--- src/rtl/jpc_pkg.sv ---
// Shared types and constants for the jpc instruction-fetch sequencer.
// Default address width comes from JPC_ADDRESS_WIDTH when not set externally.
`ifndef JPC_ADDRESS_WIDTH
`define JPC_ADDRESS_WIDTH 32
`endif

package jpc_pkg;

    typedef enum logic [1:0] {
        IDLE,
        WAIT,
        DROP
    } fetch_state_t;

    localparam int JPC_PC_INC = 4;
    localparam int JPC_ADDR_W = `JPC_ADDRESS_WIDTH;
    localparam int JPC_DATA_W = 32;

    typedef struct packed {
        logic [JPC_ADDR_W-1:0] pc;
        logic [JPC_DATA_W-1:0] instr;
    } iq_entry_t;

    function automatic logic [31:0] bswap32(input logic [31:0] w);
        return {w[7:0], w[15:8], w[23:16], w[31:24]};
    endfunction

endpackage

--- src/rtl/jpc_fetch_if.sv ---
// Fetch-side channels: instruction-memory request/response and the
// decode-facing instruction queue head.
`ifndef JPC_ADDRESS_WIDTH
`define JPC_ADDRESS_WIDTH 32
`endif

interface jpc_fetch_if #(
    parameter int ADDR_W = `JPC_ADDRESS_WIDTH,
    parameter int DATA_W = 32
);
    logic              imem_req_valid_O;
    logic              imem_req_ready_I;
    logic [ADDR_W-1:0] imem_req_addr_O;
    logic              imem_rsp_valid_I;
    logic [DATA_W-1:0] imem_rsp_data_I;
    logic              instr_valid_O;
    logic              instr_ready_I;
    logic [DATA_W-1:0] instr_O;
    logic [ADDR_W-1:0] instr_pc_O;

    modport master (
        output imem_req_valid_O,
        output imem_req_addr_O,
        input  imem_req_ready_I,
        input  imem_rsp_valid_I,
        input  imem_rsp_data_I,
        output instr_valid_O,
        output instr_O,
        output instr_pc_O,
        input  instr_ready_I
    );

    modport slave (
        input  imem_req_valid_O,
        input  imem_req_addr_O,
        output imem_req_ready_I,
        output imem_rsp_valid_I,
        output imem_rsp_data_I,
        input  instr_valid_O,
        input  instr_O,
        input  instr_pc_O,
        output instr_ready_I
    );
endinterface

--- src/rtl/jpc_fetch_fifo.sv ---
// Small synchronous instruction queue with flush; flush wins over push/pop.
// Pointers wrap naturally because DEPTH is a power of two.
module jpc_fetch_fifo #(
    parameter int W     = 64,
    parameter int DEPTH = 2,
    localparam int AW   = $clog2(DEPTH),
    localparam int CW   = AW + 1
) (
    input  logic          clk,
    input  logic          rst,
    input  logic          i_push,
    input  logic          i_pop,
    input  logic          i_flush,
    input  logic [W-1:0]  i_wdata,
    output logic [W-1:0]  o_rdata,
    output logic          o_full,
    output logic          o_empty,
    output logic [CW-1:0] o_count
);
    logic [W-1:0]  r_mem [DEPTH];
    logic [AW-1:0] r_wp;
    logic [AW-1:0] r_rp;
    logic [CW-1:0] r_count;
    logic          w_push;
    logic          w_pop;

    assign o_full  = (r_count == CW'(DEPTH));
    assign o_empty = (r_count == '0);
    assign o_count = r_count;
    assign o_rdata = r_mem[r_rp];
    assign w_push  = i_push & ~o_full;
    assign w_pop   = i_pop & ~o_empty;

    always_ff @(posedge clk or posedge rst) begin
        if (rst) begin
            r_wp    <= '0;
            r_rp    <= '0;
            r_count <= '0;
        end else if (i_flush) begin
            r_wp    <= '0;
            r_rp    <= '0;
            r_count <= '0;
        end else begin
            if (w_push) r_wp <= r_wp + 1'b1;
            if (w_pop)  r_rp <= r_rp + 1'b1;
            if (w_push & ~w_pop)
                r_count <= r_count + 1'b1;
            else if (w_pop & ~w_push)
                r_count <= r_count - 1'b1;
        end
    end

    always_ff @(posedge clk) begin
        if (w_push & ~i_flush) r_mem[r_wp] <= i_wdata;
    end
endmodule

--- src/rtl/jpc_fetch.sv ---
// Instruction-fetch sequencer: one outstanding request per PC, redirect flush.
// Define JPC_FETCH_BYTESWAP_EN to byte-reverse words from big-endian memory.
`ifndef JPC_ADDRESS_WIDTH
`define JPC_ADDRESS_WIDTH 32
`endif

module jpc_fetch
    import jpc_pkg::*;
#(
    parameter int ADDR_W = `JPC_ADDRESS_WIDTH,
    parameter int DATA_W = 32,
    parameter int DEPTH  = 2,
    parameter int PC_INC = JPC_PC_INC
) (
    input  logic              clk,
    input  logic              rst,
    input  logic [ADDR_W-1:0] pc_I,
    output logic [ADDR_W-1:0] next_pc_O,
    output logic              pc_enable_O,
    input  logic              redirect_I,
    input  logic [ADDR_W-1:0] redirect_pc_I,
    jpc_fetch_if.master       bus
);
    localparam int CW = $clog2(DEPTH) + 1;
    localparam int EW = ADDR_W + DATA_W;

    fetch_state_t      r_state;
    logic [ADDR_W-1:0] r_addr_q;

    logic [CW-1:0]     w_count;
    logic              w_full;
    logic              w_empty;
    logic              w_req_valid;
    logic              w_hs;
    logic              w_rsp;
    logic              w_push;
    logic              w_pop;
    logic              w_instr_valid;
    logic [DATA_W-1:0] w_rsp_data;
    logic [EW-1:0]     w_rdata;

`ifdef JPC_FETCH_BYTESWAP_EN
    assign w_rsp_data = bswap32(bus.imem_rsp_data_I);
`else
    assign w_rsp_data = bus.imem_rsp_data_I;
`endif

    assign w_rsp       = bus.imem_rsp_valid_I;
    assign w_req_valid = ~rst & (r_state == IDLE)
                       & (w_count < CW'(DEPTH)) & ~redirect_I;
    assign w_hs        = w_req_valid & bus.imem_req_ready_I;

    assign bus.imem_req_valid_O = w_req_valid;
    assign bus.imem_req_addr_O  = pc_I;

    assign next_pc_O   = redirect_I ? redirect_pc_I
                                    : pc_I + ADDR_W'(PC_INC);
    assign pc_enable_O = ~rst & (redirect_I | w_hs);

    // Stale responses never reach the queue: only WAIT without redirect pushes
    assign w_push = (r_state == WAIT) & w_rsp & ~redirect_I & ~w_full;

    assign w_instr_valid     = ~rst & ~w_empty & ~redirect_I;
    assign w_pop             = w_instr_valid & bus.instr_ready_I;
    assign bus.instr_valid_O = w_instr_valid;
    assign bus.instr_pc_O    = w_rdata[EW-1:DATA_W];
    assign bus.instr_O       = w_rdata[DATA_W-1:0];

    always_ff @(posedge clk or posedge rst) begin
        if (rst) begin
            r_state  <= IDLE;
            r_addr_q <= '0;
        end else begin
            unique case (r_state)
                IDLE: begin
                    if (w_hs) begin
                        r_state  <= WAIT;
                        r_addr_q <= pc_I;
                    end
                end
                WAIT: begin
                    if (w_rsp)
                        r_state <= IDLE;
                    else if (redirect_I)
                        r_state <= DROP;
                end
                DROP: begin
                    if (w_rsp) r_state <= IDLE;
                end
                default: r_state <= IDLE;
            endcase
        end
    end

    jpc_fetch_fifo #(
        .W     (EW),
        .DEPTH (DEPTH)
    ) u_fifo (
        .clk     (clk),
        .rst     (rst),
        .i_push  (w_push),
        .i_pop   (w_pop),
        .i_flush (redirect_I),
        .i_wdata ({r_addr_q, w_rsp_data}),
        .o_rdata (w_rdata),
        .o_full  (w_full),
        .o_empty (w_empty),
        .o_count (w_count)
    );
endmodule
--- src/flat_wrapper.sv ---
// flat-port wrapper written by rule: the top's interface ports become plain ports
module jpc_fetch_flat import jpc_pkg::*;
#(
    parameter int ADDR_W = `JPC_ADDRESS_WIDTH,
    parameter int DATA_W = 32,
    parameter int DEPTH  = 2,
    parameter int PC_INC = JPC_PC_INC
)
  (clk, rst, pc_I, next_pc_O, pc_enable_O, redirect_I, redirect_pc_I, bus_imem_req_valid_O, bus_imem_req_addr_O, bus_imem_req_ready_I, bus_imem_rsp_valid_I, bus_imem_rsp_data_I, bus_instr_valid_O, bus_instr_O, bus_instr_pc_O, bus_instr_ready_I);
  jpc_fetch_if #(.ADDR_W(ADDR_W), .DATA_W(DATA_W)) bus_i ();
  input  logic clk;
  input  logic rst;
  input  logic [ADDR_W-1:0] pc_I;
  output logic [ADDR_W-1:0] next_pc_O;
  output logic pc_enable_O;
  input  logic redirect_I;
  input  logic [ADDR_W-1:0] redirect_pc_I;
  output wire logic [$bits(bus_i.imem_req_valid_O)-1:0] bus_imem_req_valid_O;
  output wire logic [$bits(bus_i.imem_req_addr_O)-1:0] bus_imem_req_addr_O;
  input wire logic [$bits(bus_i.imem_req_ready_I)-1:0] bus_imem_req_ready_I;
  input wire logic [$bits(bus_i.imem_rsp_valid_I)-1:0] bus_imem_rsp_valid_I;
  input wire logic [$bits(bus_i.imem_rsp_data_I)-1:0] bus_imem_rsp_data_I;
  output wire logic [$bits(bus_i.instr_valid_O)-1:0] bus_instr_valid_O;
  output wire logic [$bits(bus_i.instr_O)-1:0] bus_instr_O;
  output wire logic [$bits(bus_i.instr_pc_O)-1:0] bus_instr_pc_O;
  input wire logic [$bits(bus_i.instr_ready_I)-1:0] bus_instr_ready_I;
  assign bus_imem_req_valid_O = bus_i.imem_req_valid_O;
  assign bus_imem_req_addr_O = bus_i.imem_req_addr_O;
  assign bus_i.imem_req_ready_I = bus_imem_req_ready_I;
  assign bus_i.imem_rsp_valid_I = bus_imem_rsp_valid_I;
  assign bus_i.imem_rsp_data_I = bus_imem_rsp_data_I;
  assign bus_instr_valid_O = bus_i.instr_valid_O;
  assign bus_instr_O = bus_i.instr_O;
  assign bus_instr_pc_O = bus_i.instr_pc_O;
  assign bus_i.instr_ready_I = bus_instr_ready_I;
  jpc_fetch #(.ADDR_W(ADDR_W), .DATA_W(DATA_W), .DEPTH(DEPTH), .PC_INC(PC_INC)) u_core (.clk(clk), .rst(rst), .pc_I(pc_I), .next_pc_O(next_pc_O), .pc_enable_O(pc_enable_O), .redirect_I(redirect_I), .redirect_pc_I(redirect_pc_I), .bus(bus_i));
endmodule
--- config.mk ---
export PLATFORM = sky130hd
export DESIGN_NAME = jpc_fetch_flat
export DESIGN_NICKNAME = d
export VERILOG_FILES = /design/src/rtl/jpc_pkg.sv /design/src/rtl/jpc_fetch_if.sv /design/src/rtl/jpc_fetch_fifo.sv /design/src/rtl/jpc_fetch.sv /design/src/flat_wrapper.sv
export SDC_FILE = /design/constraint.sdc
export NUM_CORES = 1
export LEC_CHECK = 0
export CAP_MARGIN = 15
export CORE_MARGIN = 2
export CORE_UTILIZATION = 47
export CTS_CLUSTER_DIAMETER = 50
export CTS_CLUSTER_SIZE = 10
export DETAILED_ROUTE_END_ITERATION = 10
export PLACE_DENSITY = 0.93
export SYNTH_ARGS = -nofsm -noshare
export SYNTH_HDL_FRONTEND = slang
export SYNTH_SLANG_ARGS = --single-unit
--- constraint.sdc ---
create_clock -name clk -period 4.6 [get_ports clk]
set_input_delay 0.92 -clock clk [delete_from_list [all_inputs] [get_ports clk]]
set_output_delay 0.92 -clock clk [all_outputs]
set_load 0.02 [all_outputs]
==> metrics <==
status=complete, no violations; fin cells=roughly 960; fraction of registers with async set/reset=0.2289; Die Ht=129.1 µm; GRT Total Usage=0.2177; largest net degree at the start of global routing=66; vias post-DR=5175; Worst Max-Slew Pin Slew=929.9 ps; Worst Slack Setup Final=75.07 ps; register area share after synthesis=0.6519; crit path max fanout=4; Sw Share=0.2338; Fin Hold WS=470.0 ps; fmax=0.2210 GHz; Post-DP HPWL=approximately 13000 µm; Synth top area share=0.5226; min-delay worst type=flop to flop; top post-synthesis cells by count=edfxtp_1, mux2_2, dfrtp_1, buf_4, nand2_1; Clock Pin Slew Worst Setup and Hold Paths=~60 ps; Ports=about 230; Post-synth EDFFs=~130; Leak=3.722 nW; drt pass-1 iters=5; Psw=~900 µW; setup TNS=0 ps; Slew Limit Fails=0; Starting Density=0.4820; GRT Residual Overflow=0; Critical Path Start Type=input port; clock group share of total power=0.391; total CTS buffers=17; Post-Syn Instances=500; DP Worst Slack=around 21 ps; Die Wd=129.1 µm; CP required=between 3000 and 4000 ps; Final Wtd Congestion=0.9235; Peak VDD IR=263.5 µV; fin crit share=0.9837; CTS tree=built; Util after Layout=0.6891; Die ar.=16660 µm²; Mapped Area=about 7400 µm²; dpl cells=roughly 930; Pwr Total=3.748 mW; CP Buf/Inv Count=2; r2r startpoint=u_core.r_state[1]; input/output buffers=~230; vias in the first global route=5307; DRT iter0 DRCs=323; Yosys reg bits=around 170; # DRC=0; min cycle time layout=roughly 4500 ps; Slowest Stage Delay on Critical Path=590 ps; synthesis warning total=0; Max-slew headroom=0.3791; Layout Skew=10.67 ps; number of antenna violations at the first check in global routing=0; # diodes=0; Mapped Avg Cell Area=approximately 15 µm²; Worst-Skew Late Latency=~420 ps; H-tree levels=4; design area=10520 µm²; Clock Tree Root=clkbuf_16; Syn Nets=around 600; Hold Path Origin=u_core.r_addr_q[17]; synth unique cells=between 40 and 50; first-pass GRT wire length=27410 µm; slowest library cell on the worst path=or4_1; Data arrival, critical path=between 3000 and 4000 ps; Layout Nets=approximately 840; synth top area cells=edfxtp_1, mux2_2, dfrtp_1; CP most frequent cell=clkdlybuf4s50_1; count leader, synth=edfxtp_1; CP cell instances=clkdlybuf4s50_1, ha_1, nand3_2, or4_1, o311a_1, a221o_1, clkdlybuf4s50_1; CTS Buffer Depth=2; total core area=around 15000 µm²; crit end category=output port; Avg WL per Cell=~19 µm; Worst setup startpoint=pc_I[2]; via/cell ratio=5.408; setup violators final=0; RSZ-0062 raised after global routing=false; final hold vios=0; Gate power share=0.130; Fillers=1010; Primary FF master, synth=edfxtp_1; max cap viols=0; Seq pwr share=0.479; row cnt=between 40 and 50; clk sinks=166; Pint=between 2 and 3 mW; Area after DPL=between 9000 and 10000 µm²; antenna viol nets, final=0; drt total wl=18240 µm; pwr dens=between 300 and 400 nW/µm²; Synth-to-Final Area Change=42.97%; CP top delay family=buffers and inverters; share of cells above drive strength 1=0.2440; Setup Fix Bufs, Post-CTS=0; Worst Setup Path Type=input port to output port; cell taking the most area after synthesis=edfxtp_1
[cell usage in the layout, fill, tap and decap left out, types with 2 or more instances in the layout]
master           instances
nand2_1                 27
clkinv_4                 4
buf_4                   35
nand4_1                  6
clkdlybuf4s50_1        228
nor2_1                  17
or4_1                   14
xor2_1                   2
nor4_1                   2
nor2_4                   2
o211ai_1                 3
o31ai_1                  8
dlymetal6s2s_1           3
xnor2_1                 13
clkbuf_16               17
inv_6                    5
nand3_1                 11
bufinv_16                3
nor2b_1                  2
mux2_2                 101
nand4_2                  2
inv_1                    8
dfrtp_1                 37
o21ai_0                 20
a31oi_1                 10
or3_1                    4
or4_4                    2
edfxtp_1               128
nor3_1                   6
mux2i_1                  2
[power by group through the flow]
stage / logic (mW) / clock network [mW] / registers, mW
5_1_grt: 0.515 / 1.55 / 1.80
2_1_floorplan: 0.242 / 0 / 1.80
4_1_cts: 0.490 / 1.50 / 1.79
6_report: 0.487 / 1.47 / 1.79
3_5_place_dp: 0.487 / 0 / 1.83
3_3_place_gp: 0.472 / 0 / 1.81
[worst register-to-register path, cell delays in order, from the launching register on]
cell	delay, ps
dfrtp_1	390
nor2_1	300
nand4b_1	440
nor2_4	210
buf_4	500
[final timing paths]
check / to / cells past startpoint / slack [ps]
min in group asynchronous: u_core.r_addr_q[26] / 2 / 1210
min: u_core.u_fifo.r_mem[1][49] / 0 / 470
max: next_pc_O[30] / 7 / 80
min reg2reg: u_core.u_fifo.r_mem[1][49] / 0 / 470
max reg2reg: u_core.u_fifo.r_mem[1][14] / 4 / 2370
max in group asynchronous: u_core.u_fifo.r_rp / 2 / 2710
[state kept, by name, summed over array words and instances (netlist names)]
register               cells
u_core.u_fifo.r_mem      128
u_core.r_state             2
u_core.u_fifo.r_wp         1
u_core.u_fifo.o_count      2
u_core.u_fifo.r_rp         1
u_core.r_addr_q           32
[layer usage]
metal	up-vias	GRT usage	routed length (µm)
li1	2334	-	-
met1	2518	0.2569	6914
met2	266	0.3778	9415
met3	57	0.05450	1273
met4	0	0.09847	639
met5	-	0	0
[kinds of logic after synthesis]
| logic type | after synthesis | synth area share |
|---|---|---|
| AOI/OAI and AO/OA | 46 | 0.03930 |
| xor gates and xnor gates | 15 | 0.01786 |
| adders and majority gates | 1 | 0.001701 |
| buffers and inverters | 63 | 0.05053 |
| DFF | 166 | 0.6519 |
| muxes | 103 | 0.1574 |
| and+or+nand+nor | 106 | 0.08132 |
[layout make-up]
type,count,area [µm²],share of cell area
inverters,10,37.54,0.003570
multi-input cells,271,2206,0.2098
clock inverters,15,192.7,0.01832
clock buffers,17,425.4,0.04046
repair buffers,267,2591,0.2464
flip-flops and latches,166,4798,0.4563
well taps,211,264.0,0.02511
[what timing repair did]
item,in CTS,in global routing
hold buffers,0,0
endpoints found under the hold margin,0,0
resized for setup,1,3
setup endpoints to repair,1,3
Note: power is estimated with default switching activity, not from simulation.
